File: src/rtl/vga_timing_monitor_pkg.sv
// vga_timing_monitor_pkg: 640x480@60 timing defaults, counter width,
// lock FSM states and the pixel-window helper shared by the monitor.
package vga_timing_monitor_pkg;

  localparam int VGA_H_TOTAL = 800;
  localparam int VGA_H_SYNC  = 96;
  localparam int VGA_H_BP    = 48;
  localparam int VGA_H_ACT   = 640;
  localparam int VGA_V_TOTAL = 525;
  localparam int VGA_V_SYNC  = 2;
  localparam int VGA_V_BP    = 33;
  localparam int VGA_V_ACT   = 480;

  localparam logic       VGA_SYNC_POL    = 1'b0;
  localparam logic [2:0] VGA_EXP_COLOR   = 3'b101;
  localparam int         VGA_LOCK_FRAMES = 2;

  localparam int CW = 10;

  typedef logic [CW-1:0] cnt_t;
  typedef logic [2:0]    rgb_t;

  localparam cnt_t CNT_MAX = {CW{1'b1}};
  localparam cnt_t CNT_PRE = CNT_MAX - cnt_t'(1);

  typedef enum logic [1:0] {
    LK_UNSEEN,
    LK_ACQUIRE,
    LK_LOCKED
  } lock_state_t;

  function automatic logic in_win(
    input cnt_t pos,
    input int   lo,
    input int   len
  );
    return (int'(pos) >= lo) && (int'(pos) < lo + len);
  endfunction

endpackage

File: src/rtl/vga_timing_monitor_if.sv
// vga_timing_monitor_if: sync + colour bundle from a VGA source.
// master drives h_sync/v_sync/RGB, slave (the monitor) samples them.
interface vga_timing_monitor_if;
  import vga_timing_monitor_pkg::*;

  logic h_sync;
  logic v_sync;
  rgb_t RGB;

  modport master (output h_sync, v_sync, RGB);
  modport slave  (input  h_sync, v_sync, RGB);

endinterface

File: src/rtl/vga_timing_monitor_sync_meter.sv
// vga_sync_meter: edge detect, saturating position counter, period and
// width check of one sync signal; i_en selects what one count step means.
module vga_sync_meter
  import vga_timing_monitor_pkg::*;
#(
  parameter int   TOTAL = VGA_H_TOTAL,
  parameter int   SYNC  = VGA_H_SYNC,
  parameter logic POL   = VGA_SYNC_POL,
  parameter bit   TMO   = 1'b1
) (
  input  logic clk,
  input  logic reset,
  input  logic i_en,
  input  logic i_sync,
  output logic o_assert_stb,
  output logic o_seen,
  output cnt_t o_pos,
  output logic o_period_err,
  output logic o_width_err
);

  localparam logic [CW:0] L_TOTAL = TOTAL[CW:0];
  localparam cnt_t        L_SYNC  = SYNC[CW-1:0];

  logic        r_prev;
  logic        r_seen;
  logic        r_tmo;
  cnt_t        r_pos;

  logic        w_act;
  logic        w_was;
  logic        w_deassert;
  logic        w_step;
  logic        w_tmo_hit;
  logic [CW:0] w_len;

  always_comb begin
    w_act        = (i_sync == POL);
    w_was        = (r_prev == POL);
    o_assert_stb = w_act & ~w_was;
    w_deassert   = ~w_act & w_was;
    w_step       = i_en & (r_pos != CNT_MAX);
    // span from the last assertion up to and including this step
    w_len        = {1'b0, r_pos} + {{CW{1'b0}}, i_en};
    o_pos        = r_pos;
    if (o_assert_stb)
      o_pos = '0;
    else if (w_step)
      o_pos = r_pos + cnt_t'(1);
    // fires once, on the step that lands on the saturation value
    w_tmo_hit    = TMO & r_seen & w_step & ~o_assert_stb
                 & (r_pos == CNT_PRE);
    // after a timeout the next assertion only restarts the count
    o_period_err = (o_assert_stb & r_seen & ~r_tmo
                    & (w_len != L_TOTAL))
                 | w_tmo_hit;
    o_width_err  = w_deassert & r_seen & (o_pos != L_SYNC);
    o_seen       = r_seen;
  end

  always_ff @(posedge clk) begin
    if (reset) begin
      r_prev <= ~POL;
      r_seen <= 1'b0;
      r_tmo  <= 1'b0;
      r_pos  <= '0;
    end else begin
      r_prev <= i_sync;
      r_pos  <= o_pos;
      if (o_assert_stb)
        r_seen <= 1'b1;
      r_tmo  <= ~o_assert_stb & (r_tmo | w_tmo_hit);
    end
  end

endmodule

File: src/rtl/vga_timing_monitor.sv
// vga_timing_monitor: checks VGA sync timing and colour, pulses h/v/rgb
// errors, keeps a saturating error count and a clean-frame lock flag.
module vga_timing_monitor
  import vga_timing_monitor_pkg::*;
#(
  parameter int         H_TOTAL     = VGA_H_TOTAL,
  parameter int         H_SYNC      = VGA_H_SYNC,
  parameter int         H_BP        = VGA_H_BP,
  parameter int         H_ACT       = VGA_H_ACT,
  parameter int         V_TOTAL     = VGA_V_TOTAL,
  parameter int         V_SYNC      = VGA_V_SYNC,
  parameter int         V_BP        = VGA_V_BP,
  parameter int         V_ACT       = VGA_V_ACT,
  parameter logic       SYNC_POL    = VGA_SYNC_POL,
  parameter logic [2:0] EXP_COLOR   = VGA_EXP_COLOR,
  parameter int         LOCK_FRAMES = VGA_LOCK_FRAMES
) (
  input  logic                 clk,
  input  logic                 reset,
  vga_timing_monitor_if.slave  vga,
  output logic                 frame_done,
  output logic                 h_err,
  output logic                 v_err,
  output logic                 rgb_err,
  output logic [7:0]           err_count,
  output logic                 locked
);

  localparam logic [7:0] L_LOCK = LOCK_FRAMES[7:0];

  cnt_t        w_p;
  cnt_t        w_l;
  logic        w_h_ast;
  logic        w_h_seen;
  logic        w_h_perr;
  logic        w_h_werr;
  logic        w_v_ast;
  logic        w_v_seen;
  logic        w_v_perr;
  logic        w_v_werr;

  logic        w_win;
  rgb_t        w_exp;
  logic        w_mis;
  logic        w_flag;
  logic        w_h_nxt;
  logic        w_v_nxt;
  logic        w_rgb_nxt;
  logic [8:0]  w_sum;
  logic        w_any;

  logic        r_fd;
  logic        r_h_err;
  logic        r_v_err;
  logic        r_rgb_err;
  logic        r_line_flag;
  logic [7:0]  r_cnt;

  lock_state_t r_state;
  lock_state_t w_state_nxt;
  logic [7:0]  r_clean;
  logic [7:0]  w_clean_nxt;
  logic        r_dirty;
  logic        w_dirty_nxt;

  vga_sync_meter #(
    .TOTAL (H_TOTAL),
    .SYNC  (H_SYNC),
    .POL   (SYNC_POL),
    .TMO   (1'b1)
  ) u_h (
    .clk          (clk),
    .reset        (reset),
    .i_en         (1'b1),
    .i_sync       (vga.h_sync),
    .o_assert_stb (w_h_ast),
    .o_seen       (w_h_seen),
    .o_pos        (w_p),
    .o_period_err (w_h_perr),
    .o_width_err  (w_h_werr)
  );

  // vertical meter steps once per line
  vga_sync_meter #(
    .TOTAL (V_TOTAL),
    .SYNC  (V_SYNC),
    .POL   (SYNC_POL),
    .TMO   (1'b0)
  ) u_v (
    .clk          (clk),
    .reset        (reset),
    .i_en         (w_h_ast),
    .i_sync       (vga.v_sync),
    .o_assert_stb (w_v_ast),
    .o_seen       (w_v_seen),
    .o_pos        (w_l),
    .o_period_err (w_v_perr),
    .o_width_err  (w_v_werr)
  );

  always_comb begin
    w_win     = in_win(w_p, H_SYNC + H_BP, H_ACT)
              & in_win(w_l, V_SYNC + V_BP, V_ACT);
    w_exp     = w_win ? EXP_COLOR : 3'b000;
    w_mis     = w_h_seen & w_v_seen & (vga.RGB != w_exp);
    // the assertion cycle already belongs to the new line
    w_flag    = r_line_flag & ~w_h_ast;
    w_rgb_nxt = w_mis & ~w_flag;
    w_h_nxt   = w_h_perr | w_h_werr;
    w_v_nxt   = w_v_perr | w_v_werr;
    w_sum     = {1'b0, r_cnt} + 9'(w_h_nxt)
              + 9'(w_v_nxt) + 9'(w_rgb_nxt);
  end

  always_ff @(posedge clk) begin
    if (reset) begin
      r_fd        <= 1'b0;
      r_h_err     <= 1'b0;
      r_v_err     <= 1'b0;
      r_rgb_err   <= 1'b0;
      r_line_flag <= 1'b0;
      r_cnt       <= '0;
    end else begin
      r_fd        <= w_v_ast & w_v_seen;
      r_h_err     <= w_h_nxt;
      r_v_err     <= w_v_nxt;
      r_rgb_err   <= w_rgb_nxt;
      r_line_flag <= w_flag | w_mis;
      r_cnt       <= w_sum[8] ? 8'hFF : w_sum[7:0];
    end
  end

  always_comb begin
    w_state_nxt = r_state;
    w_clean_nxt = r_clean;
    w_dirty_nxt = r_dirty;
    w_any       = r_h_err | r_v_err | r_rgb_err;
    if (w_any) begin
      w_state_nxt = LK_ACQUIRE;
      w_clean_nxt = '0;
      w_dirty_nxt = 1'b1;
    end else if (r_fd) begin
      w_dirty_nxt = 1'b0;
      unique case (r_state)
        LK_UNSEEN: begin
          // no earlier frame_done, so this frame cannot count
          w_state_nxt = LK_ACQUIRE;
          w_clean_nxt = '0;
        end
        LK_ACQUIRE: begin
          if (!r_dirty) begin
            w_clean_nxt = r_clean + 8'd1;
            if (w_clean_nxt >= L_LOCK)
              w_state_nxt = LK_LOCKED;
          end
        end
        LK_LOCKED: begin
          w_state_nxt = LK_LOCKED;
        end
        default: begin
          w_state_nxt = LK_UNSEEN;
        end
      endcase
    end
  end

  always_ff @(posedge clk) begin
    if (reset) begin
      r_state <= LK_UNSEEN;
      r_clean <= '0;
      r_dirty <= 1'b0;
    end else begin
      r_state <= w_state_nxt;
      r_clean <= w_clean_nxt;
      r_dirty <= w_dirty_nxt;
    end
  end

  assign frame_done = r_fd;
  assign h_err      = r_h_err;
  assign v_err      = r_v_err;
  assign rgb_err    = r_rgb_err;
  assign err_count  = r_cnt;
  assign locked     = (r_state == LK_LOCKED);

endmodule

File: src/flat_wrapper.sv
// flat-port wrapper written by rule: the top's interface ports become plain ports
module vga_timing_monitor_flat import vga_timing_monitor_pkg::*;
#(
  parameter int         H_TOTAL     = VGA_H_TOTAL,
  parameter int         H_SYNC      = VGA_H_SYNC,
  parameter int         H_BP        = VGA_H_BP,
  parameter int         H_ACT       = VGA_H_ACT,
  parameter int         V_TOTAL     = VGA_V_TOTAL,
  parameter int         V_SYNC      = VGA_V_SYNC,
  parameter int         V_BP        = VGA_V_BP,
  parameter int         V_ACT       = VGA_V_ACT,
  parameter logic       SYNC_POL    = VGA_SYNC_POL,
  parameter logic [2:0] EXP_COLOR   = VGA_EXP_COLOR,
  parameter int         LOCK_FRAMES = VGA_LOCK_FRAMES
)
  (clk, reset, frame_done, h_err, v_err, rgb_err, err_count, locked, vga_h_sync, vga_v_sync, vga_RGB);
  vga_timing_monitor_if vga_i ();
  input  logic clk;
  input  logic reset;
  output logic frame_done;
  output logic h_err;
  output logic v_err;
  output logic rgb_err;
  output logic [7:0] err_count;
  output logic locked;
  input wire logic [$bits(vga_i.h_sync)-1:0] vga_h_sync;
  input wire logic [$bits(vga_i.v_sync)-1:0] vga_v_sync;
  input wire logic [$bits(vga_i.RGB)-1:0] vga_RGB;
  assign vga_i.h_sync = vga_h_sync;
  assign vga_i.v_sync = vga_v_sync;
  assign vga_i.RGB = vga_RGB;
  vga_timing_monitor #(.H_TOTAL(H_TOTAL), .H_SYNC(H_SYNC), .H_BP(H_BP), .H_ACT(H_ACT), .V_TOTAL(V_TOTAL), .V_SYNC(V_SYNC), .V_BP(V_BP), .V_ACT(V_ACT), .SYNC_POL(SYNC_POL), .EXP_COLOR(EXP_COLOR), .LOCK_FRAMES(LOCK_FRAMES)) u_core (.clk(clk), .reset(reset), .vga(vga_i), .frame_done(frame_done), .h_err(h_err), .v_err(v_err), .rgb_err(rgb_err), .err_count(err_count), .locked(locked));
endmodule
File: config.mk
export PLATFORM = sky130hd
export DESIGN_NAME = vga_timing_monitor_flat
export DESIGN_NICKNAME = d
export VERILOG_FILES = /design/src/rtl/vga_timing_monitor_pkg.sv /design/src/rtl/vga_timing_monitor_if.sv /design/src/rtl/vga_timing_monitor_sync_meter.sv /design/src/rtl/vga_timing_monitor.sv /design/src/flat_wrapper.sv
export SDC_FILE = /design/constraint.sdc
export NUM_CORES = 1
export LEC_CHECK = 0
export CAP_MARGIN = 20
export CORE_ASPECT_RATIO = 1.5
export CORE_UTILIZATION = 53
export DETAILED_ROUTE_END_ITERATION = 8
export PLACE_DENSITY = 0.75
export SLEW_MARGIN = 0
export SYNTH_ARGS = -nofsm -noshare
export SYNTH_HDL_FRONTEND = slang
export SYNTH_SLANG_ARGS = --single-unit
File: constraint.sdc
create_clock -name clk -period 4.7 [get_ports clk]
set_clock_uncertainty 0.15 [all_clocks]
set_input_delay 0.94 -clock clk [delete_from_list [all_inputs] [get_ports clk]]
set_output_delay 0.94 -clock clk [all_outputs]
set_load 0.005 [all_outputs]
==> implementation parameters <==
Parameter                              Value

STA
  Worst-case setup margin in the final layout    0.06336 ns
  Transition time of the tightest slew-check pin    around 0.9 ns
  Slew Viols, Final    0
  Post-route clock period utilization    a little under 100%
  Sum Neg Setup Slack    0 ns
  Setup repair after global routing missed its margin    true
  Final setup violation count    0
  Time the final worst path needs with I/O delays and setup    around 4.6 ns
  Max Clock Freq    around 220 MHz
  Slew HR    41.25%
  Hold Vio Cnt, Final    0

CTS
  Maximum count of clock buffers along a single path    2
  Root Buffer Master    sky130_fd_sc_hd__clkbuf_8
  Clk Latency, worst-skew pair    around 0.31 ns
  Num CTS Buffers    5
  Clock sink count    50
  H-tree depth reported by CTS    2
  TritonCTS clock tree    done
  Clock-pin slew of the registers on the worst-case setup and hold paths    between 0.1 and 0.15 ns

Floorplanning
  Placeable core area    approximately 5400 sq um
  Count of standard-cell rows    33
  Die X    between 60 and 70 microns
  Area enclosed by the die boundary    5902 sq um
  Vertical extent of the die    93.59 microns
  Initial Utilization    between 50% and 60%
  Number of top-level design ports    20

Cells and area
  Area growth, synth to finish    22.79%
  Final net count    between 400 and 500
  Commonest non-fill, non-tap cells in the layout    sky130_fd_sc_hd__dfxtp_1 (50), sky130_fd_sc_hd__nor2_1 (42), sky130_fd_sc_hd__buf_4 (30)
  Final antenna diode count    0
  Share of layout cells above drive strength 1    slightly below 20%
  Most common library cell in the layout ignoring fill and taps    sky130_fd_sc_hd__dfxtp_1
  Filler cell count    around 450
  Core Util, Final    about two thirds

Global routing
  Global-route wire length before repair    12030 microns
  Number of global-route vias before repair    roughly 2800
  Global router's overall resource usage    roughly a quarter
  Total gr overflow    0
  Antenna violations before repair    0
  Largest net degree at the start of global routing    24

Synthesis
  Number of synthesized register bits    50
  Area share of the leading cell type in the synthesized netlist    33.77%
  Proportion of synthesized chip area in sequential cells    between 30 and 40%
  Ranking of synthesized cells by area    sky130_fd_sc_hd__dfxtp_1 (34%), sky130_fd_sc_hd__nor2_1 (5.6%), sky130_fd_sc_hd__ha_1 (5.1%)
  Top FF cell, synth    sky130_fd_sc_hd__dfxtp_1
  Top cell type by total area after synthesis    sky130_fd_sc_hd__dfxtp_1
  Post-synthesis net count    approximately 380
  Share of flip-flops with an asynchronous set or reset    0%
  Cell area after synthesis    between 2000 and 3000 sq um
  Distinct cells, synth    63
  Synthesis warning total    0
  Mapped Cells    about 360
  Number of enable flip-flop cells after synthesis    0
  Mapped Avg Cell Area    ~8.2 sq um

Setup path
  Worst setup path class    in -> reg
  Max FO, Critical Path    5
  Required time of the critical path    between 4 and 5 ns
  Startpoint class of the critical path    primary input
  Endpoint kind of the worst setup timing path    flop
  Arrival time worst endpoint    between 4 and 5 ns
  Launching instance or port of the critical path    vga_h_sync
  Critical register-to-register path startpoint    u_core.u_v.r_pos[4]

Power
  Overall power of the completed layout    0.0008190 W
  Power share of the sequential group    between 50% and 60%
  Leak    1.350 nW
  Part of the power in the clock network    roughly 34%
  Total power density per cell area    225.0 nW/um^2
  Switching component of the power    roughly 0.00023 W
  Internal power summed over all cells    0.0005909 W
  IR drop worst, VDD    ~0.21 mV
  Combinational fraction of design power    between 10 and 15%
  Switch share    27.85%

Place
  Number of I/O port buffers    19
  Final weighted congestion of routability-driven global placement    just over 0.9
  Pre-CTS worst setup slack    -0.6886 ns
  HPWL after detailed placement    between 5000 and 6000 microns

Detailed routing
  DRC violation count after routing    0
  Final routed wire length divided by cell count    around 16 microns
  Total Wirelength    7334 microns
  Via count normalized by instance count    ~6.0
  Violation count after the first detailed-route iteration    157
  Final antenna-violating net count    0
  1st-pass router iterations    5
  Total number of vias    approximately 2900

Hold path
  Startpoint of the tightest hold check path    u_core.u_v.r_tmo
  Path class of the lowest-slack min-delay path    reg -> reg

Outcome
  Status    completed

Flow run
  Max cap viols    0
-- final timing paths --
path	endpoint	slack [ns]	depth (start not counted)
worst max-delay path	u_core.err_count[4]	0.06	17
worst min-delay path	u_core.u_v.r_tmo	0.29	2
worst max register to register	u_core.err_count[4]	0.18	15
worst min register to register	u_core.u_v.r_tmo	0.29	2
-- critical path, stage by stage --
cell,delay (ns)
sky130_fd_sc_hd__buf_8,0.10
sky130_fd_sc_hd__and4b_4,0.33
sky130_fd_sc_hd__buf_4,0.12
sky130_fd_sc_hd__nand3_1,0.11
sky130_fd_sc_hd__mux2i_2,0.31
sky130_fd_sc_hd__o21a_1,0.21
sky130_fd_sc_hd__nor2_2,0.08
sky130_fd_sc_hd__o311ai_4,0.30
sky130_fd_sc_hd__or3b_4,0.42
sky130_fd_sc_hd__or2_4,0.24
sky130_fd_sc_hd__fa_1,0.49
sky130_fd_sc_hd__inv_1,0.04
sky130_fd_sc_hd__ha_2,0.19
sky130_fd_sc_hd__fa_2,0.39
sky130_fd_sc_hd__nand3_1,0.12
sky130_fd_sc_hd__xor2_1,0.20
sky130_fd_sc_hd__a21oi_2,0.07
-- Yosys cell counts (2+ instances only) --
cell type and n:
sky130_fd_sc_hd__and3_1 8, sky130_fd_sc_hd__a22oi_1 2, sky130_fd_sc_hd__a311oi_1 2, sky130_fd_sc_hd__a211oi_1 5
sky130_fd_sc_hd__dfxtp_1 50, sky130_fd_sc_hd__clkbuf_1 7, sky130_fd_sc_hd__nor2b_1 7, sky130_fd_sc_hd__o21ai_0 16
sky130_fd_sc_hd__and2_1 3, sky130_fd_sc_hd__nor2_1 44, sky130_fd_sc_hd__buf_2 4, sky130_fd_sc_hd__buf_4 4
sky130_fd_sc_hd__buf_1 2, sky130_fd_sc_hd__inv_1 15, sky130_fd_sc_hd__o21a_1 2, sky130_fd_sc_hd__nor3b_1 3
sky130_fd_sc_hd__xor2_1 7, sky130_fd_sc_hd__nand2b_1 8, sky130_fd_sc_hd__nand4_1 9, sky130_fd_sc_hd__nand4b_1 4
sky130_fd_sc_hd__ha_1 12, sky130_fd_sc_hd__xnor2_1 9, sky130_fd_sc_hd__nand3_1 15, sky130_fd_sc_hd__and4b_1 2
sky130_fd_sc_hd__or3_1 7, sky130_fd_sc_hd__o31ai_1 4, sky130_fd_sc_hd__o211ai_1 2, sky130_fd_sc_hd__nor3_1 12
sky130_fd_sc_hd__a31oi_1 5, sky130_fd_sc_hd__nor4b_1 2, sky130_fd_sc_hd__or2_2 2, sky130_fd_sc_hd__a21oi_1 28
sky130_fd_sc_hd__nand2_1 22, sky130_fd_sc_hd__mux2i_1 7, sky130_fd_sc_hd__fa_1 2, sky130_fd_sc_hd__nor4_1 3
-- what timing repair did --
| item | CTS | global route |
|---|---|---|
| gates resized for setup | 18 | 24 |
| hold buffers | 0 | 0 |
| pin swaps | 8 | 3 |
| setup endpoints to repair | 8 | 8 |
| buffers inserted | 2 | 0 |
-- stage by stage --
stage	area, sq um	cells	hold slack [ns]
after floorplan	2972	363	0.2581
after global placement	3362	462	0.2652
after detailed placement	3362	462	0.2730
after CTS	3532	472	0.2891
after global routing	3640	472	0.3438
final	3640	472	0.2941
-- cells by family after synthesis --
| kind of cell | Yosys count | share of synthesized area (%) |
|---|---|---|
| simple gates | 163 | 30.35 |
| compound gates | 80 | 17.18 |
| flops | 50 | 33.77 |
| buf+inv | 33 | 5.192 |
| xor+xnor | 16 | 4.728 |
| fa+ha+maj | 14 | 6.416 |
| mux | 7 | 2.364 |
-- power by group through the flow --
| stage | registers (W) | clock network, W | logic [W] |
|---|---|---|---|
| after CTS | 0.000444 | 0.000285 | 0.0000882 |
| after global routing | 0.000446 | 0.000295 | 0.000105 |
| after detailed placement | 0.000454 | 0 | 0.0000848 |
| after global placement | 0.000453 | 0 | 0.0000828 |
| final | 0.000444 | 0.000280 | 0.0000946 |
| after floorplan | 0.000452 | 0 | 0.0000477 |
-- layout make-up --
| class | count | area, sq um | area share (%) |
|---|---|---|---|
| multi-input cells | 280 | 1974 | 54.25 |
| flip-flops and latches | 50 | 1001 | 27.50 |
| repair buffers | 49 | 422.9 | 11.62 |
| well taps | 70 | 87.58 | 2.406 |
| clock buffers | 5 | 68.82 | 1.891 |
| inverters | 15 | 56.30 | 1.547 |
| clock inverters | 3 | 28.78 | 0.7906 |
-- routing by layer --
metal	wire [microns]	share of wire, %	vias to the layer above	GRT usage, %
li1	-	-	1386	-
met1	2733	37	1356	25.55
met2	4075	56	81	50.81
met3	201	2.7	29	2.927
met4	323	4.4	0	13.18
met5	0	0	-	0
-- registers in the layout, summed over array words and instances, names as in the netlist --
register and cells:
u_core.err_count 8, u_core.frame_done 1, u_core.h_err 1, u_core.r_clean 8
u_core.r_dirty 1, u_core.r_line_flag 1, u_core.r_state 2, u_core.rgb_err 1
u_core.u_h.o_seen 1, u_core.u_h.r_pos 10, u_core.u_h.r_prev 1, u_core.u_h.r_tmo 1
u_core.u_v.o_seen 1, u_core.u_v.r_pos 10, u_core.u_v.r_prev 1, u_core.u_v.r_tmo 1
u_core.v_err 1
Power figures use the tool's default switching activity.
